**src/rtl/mips_pkg.sv**
```systemverilog
// Shared MIPS definitions: instruction field positions, opcode constants and fetch state encoding.
package mips_pkg;

    localparam int OPC_MSB   = 31;
    localparam int OPC_LSB   = 26;
    localparam int RS_MSB    = 25;
    localparam int RS_LSB    = 21;
    localparam int RT_MSB    = 20;
    localparam int RT_LSB    = 16;
    localparam int RD_MSB    = 15;
    localparam int RD_LSB    = 11;
    localparam int SHAMT_MSB = 10;
    localparam int SHAMT_LSB = 6;
    localparam int FUNCT_MSB = 5;
    localparam int FUNCT_LSB = 0;
    localparam int JADDR_MSB = 25;
    localparam int JADDR_LSB = 0;
    localparam int IMM_MSB   = 15;
    localparam int IMM_LSB   = 0;

    localparam logic [5:0] R_TYPE = 6'h00;
    localparam logic [5:0] BEQ    = 6'h04;
    localparam logic [5:0] J      = 6'h02;
    localparam logic [5:0] LW     = 6'h23;
    localparam logic [5:0] SW     = 6'h2B;

    typedef enum logic [1:0] {
        IDLE = 2'd0,
        REQ  = 2'd1,
        HOLD = 2'd2
    } fetch_state_e;

    localparam logic [31:0] PC_INCR = 32'd4;

endpackage

```
**src/rtl/instr_field_split.sv**
```systemverilog
// Combinational split of a 32-bit MIPS instruction word into its decode fields.
module instr_field_split
    import mips_pkg::*;
(
    input  logic [31:0] ir,
    output logic [5:0]  opcode,
    output logic [4:0]  rs,
    output logic [4:0]  rt,
    output logic [4:0]  rd,
    output logic [4:0]  shamt,
    output logic [5:0]  funct,
    output logic [15:0] imm,
    output logic [25:0] jaddr
);

    assign opcode = ir[OPC_MSB:OPC_LSB];
    assign rs     = ir[RS_MSB:RS_LSB];
    assign rt     = ir[RT_MSB:RT_LSB];
    assign rd     = ir[RD_MSB:RD_LSB];
    assign shamt  = ir[SHAMT_MSB:SHAMT_LSB];
    assign funct  = ir[FUNCT_MSB:FUNCT_LSB];
    assign imm    = ir[IMM_MSB:IMM_LSB];
    assign jaddr  = ir[JADDR_MSB:JADDR_LSB];

endmodule

```
**src/rtl/instr_fetch_stage.sv**
```systemverilog
// Instruction fetch stage: PC, imem req/ack fetch, instruction register and redirect handling.
// Optional FETCH_COUNT_EN adds a fetch_count output counting consumed instructions.
module instr_fetch_stage
    import mips_pkg::*;
#(
    parameter logic [31:0] RESET_PC = 32'h0000_0000,
    parameter int          DATA_W   = 32
)
(
    input  logic              clk,
    input  logic              rst_n,
    output logic              imem_req,
    output logic [DATA_W-1:0] imem_addr,
    input  logic              imem_ack,
    input  logic [DATA_W-1:0] imem_rdata,
    input  logic              redirect_vld,
    input  logic [DATA_W-1:0] redirect_pc,
    output logic              instr_valid,
    input  logic              dec_ready,
    output logic [DATA_W-1:0] pc_out,
    output logic [DATA_W-1:0] pc_plus4,
    output logic [5:0]        opcode,
    output logic [4:0]        rs,
    output logic [4:0]        rt,
    output logic [4:0]        rd,
    output logic [4:0]        shamt,
    output logic [5:0]        funct,
    output logic [15:0]       imm,
    output logic [25:0]       jaddr,
    output logic [1:0]        fetch_state
`ifdef FETCH_COUNT_EN
    ,
    output logic [31:0]       fetch_count
`endif
);

    if (DATA_W != 32) begin : g_bad_width
        $error("instr_fetch_stage: DATA_W must be 32");
    end

    localparam logic [1:0] S_IDLE = IDLE;
    localparam logic [1:0] S_REQ  = REQ;
    localparam logic [1:0] S_HOLD = HOLD;

    // Handshakes: imem_req stays high with imem_addr stable until a cycle with imem_ack
    // (or a redirect); instr_valid stays high with IR stable until a cycle with dec_ready.
    logic [1:0]        state;
    logic [DATA_W-1:0] pc;
    logic [DATA_W-1:0] ir;
    logic [DATA_W-1:0] target_pc;

    assign target_pc = redirect_pc & ~32'd3;

    // Redirect beats ack and dec_ready: a same-cycle ack is dropped, a held IR is squashed.
    always_ff @(posedge clk) begin
        if (!rst_n) begin
            state <= S_IDLE;
            pc    <= RESET_PC;
            ir    <= '0;
        end else begin
            case (state)
                S_IDLE: state <= S_REQ;
                S_REQ: begin
                    if (redirect_vld) begin
                        pc <= target_pc;
                    end else if (imem_ack) begin
                        ir    <= imem_rdata;
                        state <= S_HOLD;
                    end
                end
                S_HOLD: begin
                    if (redirect_vld) begin
                        pc    <= target_pc;
                        state <= S_REQ;
                    end else if (dec_ready) begin
                        pc    <= pc + PC_INCR;
                        state <= S_REQ;
                    end
                end
                default: state <= S_IDLE;
            endcase
        end
    end

`ifdef FETCH_COUNT_EN
    always_ff @(posedge clk) begin
        if (!rst_n) begin
            fetch_count <= '0;
        end else if (state == S_HOLD && dec_ready && !redirect_vld) begin
            fetch_count <= fetch_count + 32'd1;
        end
    end
`endif

    assign imem_req    = (state == S_REQ);
    assign imem_addr   = pc;
    assign instr_valid = (state == S_HOLD);
    assign pc_out      = pc;
    assign pc_plus4    = pc + PC_INCR;
    assign fetch_state = state;

    instr_field_split u_split (
        .ir     (ir),
        .opcode (opcode),
        .rs     (rs),
        .rt     (rt),
        .rd     (rd),
        .shamt  (shamt),
        .funct  (funct),
        .imm    (imm),
        .jaddr  (jaddr)
    );

endmodule
```
**config.mk**
```make
export PLATFORM = sky130hd
export DESIGN_NAME = instr_fetch_stage
export DESIGN_NICKNAME = d
export VERILOG_FILES = /design/src/rtl/mips_pkg.sv /design/src/rtl/instr_field_split.sv /design/src/rtl/instr_fetch_stage.sv
export SDC_FILE = /design/constraint.sdc
export NUM_CORES = 1
export LEC_CHECK = 0
export BUFFER_PORTS_ARGS = -buffer_cell sky130_fd_sc_hd__buf_4
export CAP_MARGIN = 0
export CORE_UTILIZATION = 28
export DETAILED_ROUTE_END_ITERATION = 16
export PLACE_DENSITY = 0.65
export REMOVE_ABC_BUFFERS = 1
export SLEW_MARGIN = 10
export SYNTH_ARGS = -nofsm -noshare
export SYNTH_HDL_FRONTEND = slang
export SYNTH_SLANG_ARGS = --single-unit
```
**constraint.sdc**
```tcl
create_clock -name clk -period 3.08 [get_ports clk]
set_input_delay 0 -clock clk [delete_from_list [all_inputs] [get_ports clk]]
set_output_delay 0 -clock clk [all_outputs]
set_load 0.01 [all_outputs]
```
==> reports/qor.csv, run 1 <==
stage,metric,value,unit
status,status,completed,
setup_path,r2r-start,imem_addr[3],
place,placed_area,0.00543,sq mm
setup_path,path_depth,7,
sta,finalHoldViolCount,0,
setup_path,cpPeakStageDelay,620,ps
run,cap_violations,0,
floorplanning,start_util,29.1,%
clocking,clkTransAtPathRegs,50,ps
place,io_buffers,234,
clocking,cts_resized,0,
sta,rsz0062_at_grt,no,
setup_path,critPathTopFamily,simple AND/OR/NAND/NOR gates,
place,place.gp.congestion,0.736,
layout,nets,804,
power,p_per_area,407,mW/mm^2
setup_path,ff2ff_path_depth,6,
worst_hold_path,min_path_type,in2reg,
layout,final_cell_mix,"buf_4, nand2_1, dfxtp_1",
setup_path,cp.arrival,2530,ps
clocking,cts_setup_buffers,0,
clocking,clock_path_buffers,2,
place,hpwlAfterDp,9610,microns
logic_synthesis,synth.top_cell.area_share,31.4,%
clocking,cts_max_level,3,
layout,fill_cells,1431,
clocking,cts_buffers,9,
drt,antenna_left,0,
global_route,antenna_found_initial,0,
logic_synthesis,ys_types,51,
drt,remaining_drc_errors,0,
power,power_leakage,2.88,nW
setup_path,cp-endpoint,pc_plus4[30],
global_route,gr-total-overflow,0,
floorplanning,die_area,0.0151,sq mm
clocking,root_buffer,clkbuf_16,
clocking,insertion_delay,330,ps
logic_synthesis,syn_avg_cell_area,7.51,sq um
floorplanning,fp.coreArea,0.0140,sq mm
drt,wl_per_cell,14.9,microns
drt,via_count,4370,
global_route,grt_max_degree,57,
logic_synthesis,async_flop_share,0,%
logic_synthesis,syn-cell-area,0.00409,sq mm
setup_path,cp_max_fo,10,
floorplanning,die_h,123,microns
layout,ff_latch_area,0.00128,sq mm
setup_path,path_buf_inv,1,
layout,diodes,0,
drt,dr.pass1.iters,4,
global_route,grt_pass1_wl,20400,microns
layout,drive_above_1_share,36.1,%
setup_path,crit_chain,"ha_1, nand3_1, nor4_4, and2_1, nand3_1, xnor2_1, buf_4",
logic_synthesis,synth_area_leaders,"dfxtp_1, buf_4, nand2_1",
sta,setup_viol,0,
sta,finClkSkew,6.55,ps
logic_synthesis,ys_warn_count,0,
power,ir_drop,0.000233,V
sta,drv_slew,0,
sta,worst_pin_slew,1070,ps
setup_path,crit_start,imem_addr[3],
logic_synthesis,synth-edff-count,0,
setup_path,critPathLaunchType,flip-flop,
logic_synthesis,synth_top_area_cell,dfxtp_1,
logic_synthesis,ys.flop_type,dfxtp_1,
logic_synthesis,synth_seq_cells,64,
layout,stdcell_area,0.00619,sq mm
sta,min_period,2530,ps
drt,routed_wl,13700,microns
layout,final_common_cell,buf_4,
logic_synthesis,syn_inst,544,
logic_synthesis,synth_sequential_area_ratio,31.4,%
layout,multi_input_area,0.00209,sq mm
sta,slew_headroom,28.4,%
layout,area_growth,51.5,%
sta,finalSetupTns,0,ps
floorplanning,die_w,123,microns
sta,fmax,0.395,GHz
drt,avgViaCountPerCell,4.76,
setup_path,cpMostUsedCell,nand3_1,
setup_path,r2r_slack,730,ps
clocking,cts_tree,yes,
floorplanning,rows,43,
global_route,grt_pass1_vias,3891,
setup_path,path_class,reg2out,
global_route,grtUsageTotal,17.5,%
setup_path,cp.required,3080,ps
setup_path,endpoint_kind,output port,
floorplanning,io-pin-count,243,
clocking,cts_sinks,64,
drt,initialDrtViolationCount,192,
setup_path,timing.rr.end,imem_addr[22],
setup_path,cp_slowest_cell,nor4_4,
sta,fin_crit_sh,82.2,%
## final cells by class
class	instances	share of cell area, %
Sequential cell	64	20.7
Tap cell	180	3.64
Clock buffer	10	3.86
Inverter	6	0.364
Timing Repair Buffer	285	36.3
Multi-Input combinational cell	368	33.8
Clock inverter	6	1.33
## power by group
part | total [W] | internal [W] | switching (W)
Sequential | 0.000930 | 0.000867 | 0.0000635
Clock | 0.00110 | 0.000726 | 0.000372
Combinational | 0.000494 | 0.000274 | 0.000220
## layer usage
metal  vias up  wire length (microns)  GRT usage (%)
met1      2012                   6000           22.7
met2       161                   6700           29.3
met5         -                      0              0
li1       2182                      -              -
met4         0                    235           5.56
met3        15                    797           3.25
## state kept, by name, summed over array words and instances (netlist names)
| register | flops |
|---|---|
| ir | 32 |
| imem_addr | 30 |
| fetch_state | 2 |
## through the flow
stage	setup WS [ps]	utilization (%)	total power, W	instances	hold WS (ps)
floorplan	780	-	0.00112	438	117
global placement	777	38.7	0.00139	859	248
detailed placement	708	38.7	0.00140	859	256
CTS	510	44.1	0.00256	919	2.00
global route	280	44.1	0.00264	919	16.6
finish	549	44.1	0.00252	919	8.02
## worst min path at each step
stage / to / cells past startpoint / slack [ps] / startpoint
2_1_floorplan: imem_addr[21] / 1 / 120 / rst_n
3_3_place_gp: ir[7] / 3 / 250 / imem_rdata[7]
3_5_place_dp: ir[23] / 3 / 260 / imem_rdata[23]
4_1_cts: imem_addr[25] / 3 / 2 / redirect_pc[25]
5_1_grt: imem_addr[25] / 3 / 20 / redirect_pc[25]
6_report: imem_addr[22] / 4 / 8 / redirect_pc[22]
## cells in the mapped netlist, types with 2 or more instances
master,instances
nand2_1,99
buf_4,78
dfxtp_1,64
a21oi_1,46
nor2_1,34
clkbuf_1,29
o21ai_0,22
xnor2_1,14
a22oi_1,13
xor2_1,13
and3_1,10
nand3_1,10
nand4_1,10
a22o_1,7
mux2i_1,7
nand2b_1,7
nor3_1,7
inv_1,6
o22ai_1,6
a31oi_1,5
a32o_1,5
nor4_1,5
a21o_1,4
and2_1,4
o31ai_1,4
and4_1,3
buf_2,3
or4_1,3
a221oi_1,2
and2_0,2
o31a_1,2
## kinds of logic (layout without fill, tap and decap cells)
logic type,after synthesis,count (layout),share of synthesized area (%)
AND/OR/NAND/NOR,204,204,23.8
AO/OA/AOI/OAI,122,122,18.6
buffers and inverters,117,307,18.0
flip-flops,64,64,31.4
XOR/XNOR,27,27,5.79
multiplexers,8,8,1.99
adder cells (fa/ha/maj),1,1,0.306
other,1,6,0.0918
## tightest hold or removal path, delay by kind of cell
kind | cells | cell delay (ps)
compound gates | 1 | 100
buf+inv | 1 | 70
simple gates | 2 | 130
## timing repair
item,4_1_cts,5_1_grt
hold buffers,44,0
setup endpoints to repair,0,0
endpoints found under the hold margin,44,0
Note: power is estimated with default switching activity, not from simulation.
==> run 2: changes to the inputs <==
Clock period 3.08 ns to 2.5 ns, I/O delays scaled along.
==> run 2 against run 1 <==
Global-route usage rose by 0.14 points; total power rose by 29%; critical path type unchanged; highest routed layer unchanged; wire length rose by 1.0%; die area did not move.
==> reports/qor.csv, run 2 (synthesized netlist as in run 1, its figures left out) <==
stage,metric,value,unit,change
drt,remaining_drc_errors,0,,unchanged
sta,rsz0062_at_grt,no,,unchanged
sta,worst_pin_slew,685,ps,was 1070 ps
place,place.gp.congestion,0.742,,was 0.736
floorplanning,die_h,123,microns,unchanged
power,p_per_area,513,mW/mm^2,was 407 mW/mm^2
sta,min_period,2310,ps,
setup_path,cp.arrival,2310,ps,was 2530 ps
layout,final_common_cell,buf_4,,unchanged
power,clockPowerShare,45.8,%,was 43.5%
global_route,grt_pass1_wl,20600,microns,was 20400 microns
sta,setup_viol,0,,unchanged
setup_path,critPathLaunchType,flip-flop,,unchanged
power,combPwrFrac,19.7,%,was 19.6%
clocking,cts_max_level,3,,unchanged
layout,nets,822,,was 804
drt,antenna_left,0,,unchanged
sta,fmax,0.432,GHz,
sta,slew_headroom,54.3,%,was 28.4%
global_route,grt_pass1_vias,3925,,was 3891
clocking,insertion_delay,320,ps,was 330 ps
setup_path,cp_max_fo,7,,was 10
clocking,cts_tree,yes,,unchanged
sta,finalSetupTns,0,ps,unchanged
clocking,cts_buffers,9,,unchanged
worst_hold_path,hold_start,redirect_pc[22],,unchanged
layout,multi_input_area,0.00210,sq mm,was 0.00209 sq mm
layout,diodes,0,,unchanged
place,io_buffers,234,,unchanged
power,power,0.00326,W,was 0.00252 W
layout,final_cell_mix,"buf_4, nand2_1, dfxtp_1",,unchanged
setup_path,endpoint_kind,output port,,unchanged
layout,drive_above_1_share,38.0,%,was 36.1%
global_route,grtUsageTotal,17.7,%,was 17.5%
sta,fin_crit_sh,92.5,%,
global_route,antenna_found_initial,0,,unchanged
layout,largest_register,ir,,unchanged
setup_path,crit_start,imem_addr[2],,was imem_addr[3]
layout,area_growth,55.7,%,was 51.5%
sta,timing.hold.ws,15.8,ps,was 8.02 ps
worst_hold_path,min_path_type,in2reg,,unchanged
sta,finClkSkew,7.72,ps,was 6.55 ps
place,hpwlAfterDp,9820,microns,was 9610 microns
drt,via_count,4433,,was 4370
sta,drv_slew,0,,unchanged
layout,largest_reg_flops,32,,unchanged
power,pwr-share-seq,34.6,%,was 36.9%
floorplanning,fp.coreArea,0.0140,sq mm,unchanged
clocking,cts_sinks,64,,unchanged
power,power_leakage,2.98,nW,was 2.88 nW
run,cap_violations,0,,unchanged
floorplanning,rows,43,,unchanged
power,switching_share,25.8,%,was 26.0%
status,status,completed,,unchanged
power,intPower,0.00242,W,was 0.00187 W
global_route,grt_max_degree,36,,was 57
setup_path,path_class,reg2out,,unchanged
power,ir_drop,0.000361,V,was 0.000233 V
drt,avgViaCountPerCell,4.73,,was 4.76
sta,finalHoldViolCount,0,,unchanged
setup_path,r2r_slack,260,ps,was 730 ps
drt,dr.pass1.iters,4,,unchanged
floorplanning,io-pin-count,243,,unchanged
setup_path,cp.required,2500,ps,was 3080 ps
clocking,clkTransAtPathRegs,60,ps,was 50 ps
drt,routed_wl,13900,microns,was 13700 microns
power,switchingPower,0.000841,W,was 0.000655 W
layout,fill_cells,1437,,was 1431
floorplanning,die_w,123,microns,unchanged
floorplanning,start_util,29.1,%,unchanged
layout,final_core_utilization,45.3,%,was 44.1%
global_route,gr-total-overflow,0,,unchanged
layout,ff_latch_area,0.00128,sq mm,unchanged
drt,initialDrtViolationCount,233,,was 192
drt,wl_per_cell,14.8,microns,was 14.9 microns
clocking,root_buffer,clkbuf_16,,unchanged
floorplanning,die_area,0.0151,sq mm,unchanged
setup_path,r2r-start,imem_addr[2],,was imem_addr[3]
clocking,clock_path_buffers,2,,unchanged
run 2: cell types whose count changed in the layout (fill, tap and decap cells not counted):
cell,delta
buf_4,+19
clkinv_2,-3
bufinv_16,+1
clkinv_4,+1
dlygate4sd3_1,-1
ha_1,-1
ha_2,+1
inv_6,+1
nor2_1,-1
nor2_2,+1
run 2: worst paths after layout:
path                        end  cells past startpoint
hold / removal    imem_addr[22]                      4
setup / recovery   pc_plus4[14]                      7
hold reg to reg          ir[26]                      2
setup reg to reg  imem_addr[27]                      5
run 2: stage by stage:
step	instances	area (sq um)	setup slack, ps
6_report	937	6360	187
5_1_grt	937	6360	17.7
4_1_cts	935	6340	49.5
3_5_place_dp	876	5560	253
3_3_place_gp	876	5560	300
2_1_floorplan	438	3390	200
run 2: final cells by class:
class | instances | area share [%]
repair buffers | 303 | 37.4
multi-input cells | 368 | 33.0
flip-flops and latches | 64 | 20.1
clock buffers | 10 | 3.76
well taps | 180 | 3.54
clock inverters | 6 | 1.81
inverters | 6 | 0.354
run 2: what timing repair did:
item / in CTS / in global routing
buffers inserted: 0 / 2
hold buffers: 43 / 0
hold endpoints to repair: 44 / 0
endpoints found under the setup margin: 0 / 7
resized for setup: 0 / 2
run 2: power by group through the flow:
stage | logic (W) | registers [W] | clock network (W)
2_1_floorplan | 0.000180 | 0.00120 | 0
3_3_place_gp | 0.000587 | 0.00115 | 0
3_5_place_dp | 0.000590 | 0.00115 | 0
4_1_cts | 0.000647 | 0.00113 | 0.00152
5_1_grt | 0.000697 | 0.00114 | 0.00157
6_report | 0.000642 | 0.00113 | 0.00149
run 2: worst max-delay path, stage by stage, from the launching register on:
cell     delay [ps]
dfxtp_1         410
ha_2            250
nand3_1         190
buf_4           220
or3_1           460
nor2_2          150
xor2_1          160
buf_4           140
run 2: routing by layer:
layer	vias to the layer above	GRT usage (%)	part of all wire, %
met5	-	0	0
met4	0	5.34	1.4
met3	14	3.49	5.1
met2	133	29.9	49
met1	2072	22.6	44
li1	2214	-	-
